`src/rtl/sym_vn_rank_core.sv`:
```
// Symmetric variable-node LUT core: folded (y0, y1) pair -> bank/page address,
// two-bank double-page-set 4-bit message memory with one write port and two read ports.
module sym_vn_rank_core (
   input  logic       read_clk,
   input  logic       rstn,
   input  logic [2:0] y0_in_A,
   input  logic [3:0] y1_in_A,
   input  logic [2:0] y0_in_B,
   input  logic [3:0] y1_in_B,
   input  logic       read_addr_offset,
   output logic [5:0] page_addr_A,
   output logic [5:0] page_addr_B,
   output logic       bank_addr_A,
   output logic       bank_addr_B,
   output logic [3:0] lut_data0,
   output logic [3:0] lut_data1,
   input  logic [3:0] lut_in_bank0,
   input  logic [3:0] lut_in_bank1,
   input  logic [5:0] page_write_addr,
   input  logic       write_addr_offset,
   input  logic       we
);

   localparam int unsigned MSG_W  = 4;
   localparam int unsigned IDX_W  = 7;
   localparam int unsigned PAGE_W = 6;
   localparam int unsigned ADDR_W = PAGE_W + 1;
   localparam int unsigned DEPTH  = 1 << ADDR_W;

   logic [IDX_W-1:0]  idx_a;
   logic [IDX_W-1:0]  idx_b;
   logic [ADDR_W-1:0] rd_addr_a;
   logic [ADDR_W-1:0] rd_addr_b;
   logic [ADDR_W-1:0] wr_addr;
   logic [MSG_W-1:0]  rd_data_a;
   logic [MSG_W-1:0]  rd_data_b;

   logic [MSG_W-1:0] bank0_mem [DEPTH];
   logic [MSG_W-1:0] bank1_mem [DEPTH];

   // Index {y0, y1}: LSB picks the bank, remaining bits the page.
   always_comb begin
      idx_a       = {y0_in_A, y1_in_A};
      idx_b       = {y0_in_B, y1_in_B};
      page_addr_A = idx_a[IDX_W-1:1];
      page_addr_B = idx_b[IDX_W-1:1];
      bank_addr_A = idx_a[0];
      bank_addr_B = idx_b[0];
      rd_addr_a   = {read_addr_offset, idx_a[IDX_W-1:1]};
      rd_addr_b   = {read_addr_offset, idx_b[IDX_W-1:1]};
      wr_addr     = {write_addr_offset, page_write_addr};
   end

   // Read muxes see pre-edge contents, giving old-data read-during-write.
   always_comb begin
      rd_data_a = bank_addr_A ? bank1_mem[rd_addr_a] : bank0_mem[rd_addr_a];
      rd_data_b = bank_addr_B ? bank1_mem[rd_addr_b] : bank0_mem[rd_addr_b];
   end

   // Memory write port; both banks written on the same edge.
   always_ff @(posedge read_clk or negedge rstn) begin
      if (!rstn) begin
         for (int i = 0; i < int'(DEPTH); i++) begin
            bank0_mem[i] <= '0;
            bank1_mem[i] <= '0;
         end
      end else if (we) begin
         bank0_mem[wr_addr] <= lut_in_bank0;
         bank1_mem[wr_addr] <= lut_in_bank1;
      end
   end

   // Registered read results.
   always_ff @(posedge read_clk or negedge rstn) begin
      if (!rstn) begin
         lut_data0 <= '0;
         lut_data1 <= '0;
      end else begin
         lut_data0 <= rd_data_a;
         lut_data1 <= rd_data_b;
      end
   end

endmodule

```
`config.mk`:
```
export PLATFORM = sky130hd
export DESIGN_NAME = sym_vn_rank_core
export DESIGN_NICKNAME = d
export VERILOG_FILES = /design/src/rtl/sym_vn_rank_core.sv
export SDC_FILE = /design/constraint.sdc
export NUM_CORES = 2
export LEC_CHECK = 0
export BUFFER_PORTS_ARGS = -buffer_cell sky130_fd_sc_hd__buf_2
export CAP_MARGIN = 30
export CELL_PAD_IN_SITES_DETAIL_PLACEMENT = 1
export CELL_PAD_IN_SITES_GLOBAL_PLACEMENT = 1
export CORE_MARGIN = 4
export CORE_UTILIZATION = 35
export CTS_CLUSTER_SIZE = 14
export DETAILED_ROUTE_END_ITERATION = 7
export GPL_TIMING_DRIVEN = 1
export PLACE_DENSITY = 0.64
export RECOVER_POWER = 25
export SLEW_MARGIN = 30
export SYNTH_ARGS = -nofsm -noshare
export SYNTH_HDL_FRONTEND = slang
export SYNTH_SLANG_ARGS = --single-unit
```
`constraint.sdc`:
```
create_clock -name read_clk -period 1.9 [get_ports read_clk]
set_input_delay 0.095 -clock read_clk [delete_from_list [all_inputs] [get_ports read_clk]]
set_output_delay 0.095 -clock read_clk [all_outputs]
set_load 0.1 [all_outputs]
```
# [Word level (Yosys, flattened, before mapping)]
# Index checks and enable logic that the tools add are counted.
[totals] memories=0 register_bits=1032 latch_bits=0 wordCells=284 mem_bits_ro=0 ram_bits=0 output_inout_bits=22
[op_classes] magnitude_cmp=4 n_mux=18 addsub=0 div=0 multipliers=0 reduce_logical=1 shifts=0 n_eq_ne=0 bitwise_logic=3
[op_table] cell="512-bit bitwise mux" count=2
[op_table] cell="4-bit binary-select mux with 7-bit select" count=4
[op_table] cell="4-bit two-way mux" count=11
[op_table] cell="4-bit demux with 7-bit select" count=1
[op_table] cell="8-bit greater-or-equal comparator (second input constant)" count=3
[op_table] cell="7-bit inverter with 8-bit output" count=3
[op_table] cell="8-bit by 1-bit < comparator with 1-bit output (second input constant)" count=1
[op_table] cell="1-bit logical AND" count=1

# [Longest topological paths before layout]
[logic_depth] ltp_word=6 depth_mapped=12 depth_no_buf=7

# [Worst setup path before layout]
# Ideal clock, no wire load.
[synth_timing] path_type="input to register" startpoint="in y1_in_A[1]" endpoint="reg lut_data0[2]" setup_ps=140 path_stages=9 path_slack_ps=-281 t_arrival_ps=2041 cell_sequence="buf_4 > buf_6 > buf_6 > buf_2 > mux4_2 > mux2i_1 > o221ai_1 > o41ai_1 > o211ai_1"
[synth_via] elab_chain_len=5 elab_cells_between_ends=8
[synth_lines] element="start: declaration" line="7" text="input logic [3:0] y1_in_A,"
[synth_lines] element="7-bit inverter with 8-bit output (implied by the code) *" line="56" text="rd_data_a = bank_addr_A ? bank1_mem[rd_addr_a] : bank0_mem[rd_addr_a];"
[synth_lines] element="4-bit binary-select mux with 7-bit select" line="56"
[synth_lines] element="4-bit two-way mux (implied by the code) (2 in series)" line="56"
[synth_lines] element="4-bit two-way mux *" line="56"
[synth_lines] element="named net rd_data_a[2]" line="35" text="logic [MSG_W-1:0] rd_data_a;"
[synth_lines] element="end signal: assignment" line="79" text="lut_data0 <= rd_data_a;"
[synth_lines] element="end: declaration" line="15" text="output logic [3:0] lut_data0,"
# The timed path passes the listed nets; every way through them passes the cells marked *. The select of a mux whose other input is x is not followed.
# A chain may end at the register's enable or synchronous reset.

# [Final worst setup path]
[layout_timing] startpoint="reg bank1_mem[413] (netlist bit)" endpoint="reg lut_data0[1]"
[layout_via] elab_chain_len=4
[layout_lines] element="start: declaration" line="39" text="logic [MSG_W-1:0] bank1_mem [DEPTH];"
[layout_lines] element="start signal: indexed assignment" line="69" text="bank1_mem[wr_addr] <= lut_in_bank1;"
[layout_lines] element="4-bit binary-select mux with 7-bit select" line="56"
[layout_lines] element="4-bit two-way mux (implied by the code) (2 in series)" line="56"
[layout_lines] element="4-bit two-way mux" line="56"
[layout_lines] element="named net rd_data_a[1]" line="35"
# The timed path passes the listed nets, and every way through them passes these cells. The select of a mux whose other input is x is not followed.

==> flow_summary.ini <==
[place]
dp_cells = 6434
place_hpwl_mm = 147
pre_cts_ws_ns = -1.16
finalWeightedCongestion = 0.912
place_area_sq_um = 65800
io_buffers = 54

[routing]
vias_per_cell = 5.86
drtIter0Drc = 3058
first_pass_iters = 5
wl_mm = 204
wl_per_cell_microns = 30.7
drc_errors = 0
ant_nets = 0
vias = 39100

[run]
drv_cap = 0

[floorplanning]
ioPinCount = 55
rows = 145
coreArea_sq_um = 157000
start_util_pct = 35.3
dieArea_sq_um = 165000
dieWidth_microns = 406
chipHeight_microns = 406

[yosys]
syn-num-nets = 3740
ys.warnings.count = 0
synthCells = 3707
ys_seq_area_share_pct = 46.6
synth_cell_types = 53
async_flop_share_pct = 100
synth-seq-cells = 1032
synth_flop_cell = dfrtp_1
netlist_area_sq_um = 55400
synth_edf_count = 0
syn_avg_cell_area_sq_um = 14.9

[cts]
cts_tree = yes
clk_latency_ns = 0.75
clk_pin_slew_worst_paths_ns = 0.06
cts_buffers = 114
clock-root-buffer = clkbuf_16
cts_max_level = 3
cts.sinks = 1032
cts_max_path_buffers = 3

[setup_path]
cp-start-kind = flop
crit_slowest_cell = or4b_4
cpLargestDelayFamily = multiplexers
path_cells = mux4_2, mux2i_4, nor2_2, or4b_4, a22oi_2, a22o_1, nand3_1
critical-path-max-stage-delay_ns = 0.56
cp.arrival_ns = 3.10
worstPathMaxFanout = 3
crit_type = reg2reg
crit_path_end_kind = flop
path_buf_inv = 0
cp.required_ns = 2.51

[cells_and_area]
multi_input_area_sq_um = 28300
final_cells = 6663
fillCellCount = 15700
mostFrequentLayoutCells = mux2_2 (1037), dfrtp_1 (1032), buf_4 (781), mux4_2 (480), mux2i_1 (168)
regArea_sq_um = 25800
stdcell_area_sq_um = 70200
drive_above_1_share_pct = 60.2
layout_commonest_cell = mux2_2
syn2layout_area_growth_pct = 26.8
nets = 4538
post-route-util_pct = 44.8

[sta]
finalClockSkew_ns = 0.0312
setup_ws_ns = -0.587
finalCriticalPeriod_ns = 2.49
period_share_pct = 131
rsz0062_at_grt = true
fmax_mhz = 402
tns_ns = -25.05
whs_ns = 0.0341
setup-violations-final = 334
worst_pin_slew_ns = 1.32
hold_viol = 0
final_max_slew_viol_count = 0
maxSlewHeadroom_pct = 11.8

[power_and_ir_drop]
design_power_total_mw = 59.3
cellLeakagePower_nw = 32.4
power.density_nw_per_um2 = 844
irDropWorstVdd_v = 0.000811

[global_route]
first_global_vias = 42400
grt_pass1_wl_mm = 303
antenna_found_initial = 5
overflow = 0
grt_max_degree = 110
grt.total_usage_pct = 24.9

[run_status]
violations = negative setup slack
status = finished, violations left

[worst_hold_path]
hold_class = in2reg
-- cell families after synthesis --
logic type	after synthesis	share of synthesized area [%]
and+or+nand+nor	348	2.80
buffers and inverters	334	2.93
AOI/OAI and AO/OA	304	3.92
muxes	1689	43.7
DFF	1032	46.6
-- area by class of cell --
cell class | instances | share of cell area, %
inverters | 10 | 0.0535
flip-flops and latches | 1032 | 36.8
well taps | 2058 | 3.67
multi-input cells | 2341 | 40.2
diodes | 3 | 0.0107
clock inverters | 54 | 0.992
clock buffers | 159 | 4.76
repair buffers | 1006 | 13.5
-- worst paths after layout --
kind                                                 start                         end  slack [ns]  cells after the start
worst max-delay path            bank1_mem[413]$_DFFE_PN0P_      lut_data0[1]$_DFF_PN0_       -0.59                      7
worst max register to register  bank1_mem[413]$_DFFE_PN0P_      lut_data0[1]$_DFF_PN0_       -0.59                      7
min in group asynchronous                             rstn  bank0_mem[331]$_DFFE_PN0P_        0.98                      3
worst min register to register  bank0_mem[253]$_DFFE_PN0P_  bank0_mem[253]$_DFFE_PN0P_        0.52                      1
max in group asynchronous                             rstn  bank1_mem[201]$_DFFE_PN0P_       -0.13                      4
worst min-delay path                       lut_in_bank0[2]  bank0_mem[286]$_DFFE_PN0P_        0.03                      2
-- metal layers --
layer	vias up	global-route usage (%)	wire length [microns]
met2	1219	39.8	96300
met4	2	9.23	8040
met3	349	4.41	12500
li1	16100	-	-
met5	-	0	13
met1	21400	34.1	87500
-- cell usage after synthesis (18+ instances only) --
master	number	area share (%)
dfrtp_1	1032	47
nor2_1	105	0.71
buf_1	18	0.12
mux4_2	480	20
o221ai_1	68	1.1
o22ai_1	37	0.42
nor3_1	38	0.34
nand2_1	135	0.92
mux2_2	1039	21
mux2i_1	170	3.1
o21ai_0	19	0.17
a22oi_1	49	0.66
clkbuf_1	189	1.3
a21oi_1	64	0.58
buf_4	56	0.76
buf_2	48	0.43
-- flip-flops by register name (all words and copies together) (netlist names) --
name / flops
bank0_mem: 512
bank1_mem: 512
lut_data1: 4
lut_data0: 4
-- worst register-to-register path, cell delays in order (launching register included) --
cell and delay [ns]:
dfrtp_1 0.40, mux4_2 0.51, mux2i_4 0.29, nor2_2 0.06
or4b_4 0.56, a22oi_2 0.16, a22o_1 0.29, nand3_1 0.12
-- timing repair --
| action | CTS | global route |
|---|---|---|
| pin swaps | 21 | 12 |
| buffers inserted | 1 | 0 |
| endpoints found under the setup margin | 10 | 8 |
| hold buffers | 13 | 0 |
| resized for setup | 45 | 15 |
| hold endpoints to repair | 1201 | 0 |
-- power breakdown --
part           switching (mW)  leakage (nW)  total (mW)  internal [mW]
combinational            4.87          16.4        10.1           5.21
clock                    9.92          1.98        24.1           14.2
sequential               1.34          14.0        25.1           23.8
total                    16.1          32.4        59.3           43.2
No activity file was read; power rests on OpenSTA's default activity.
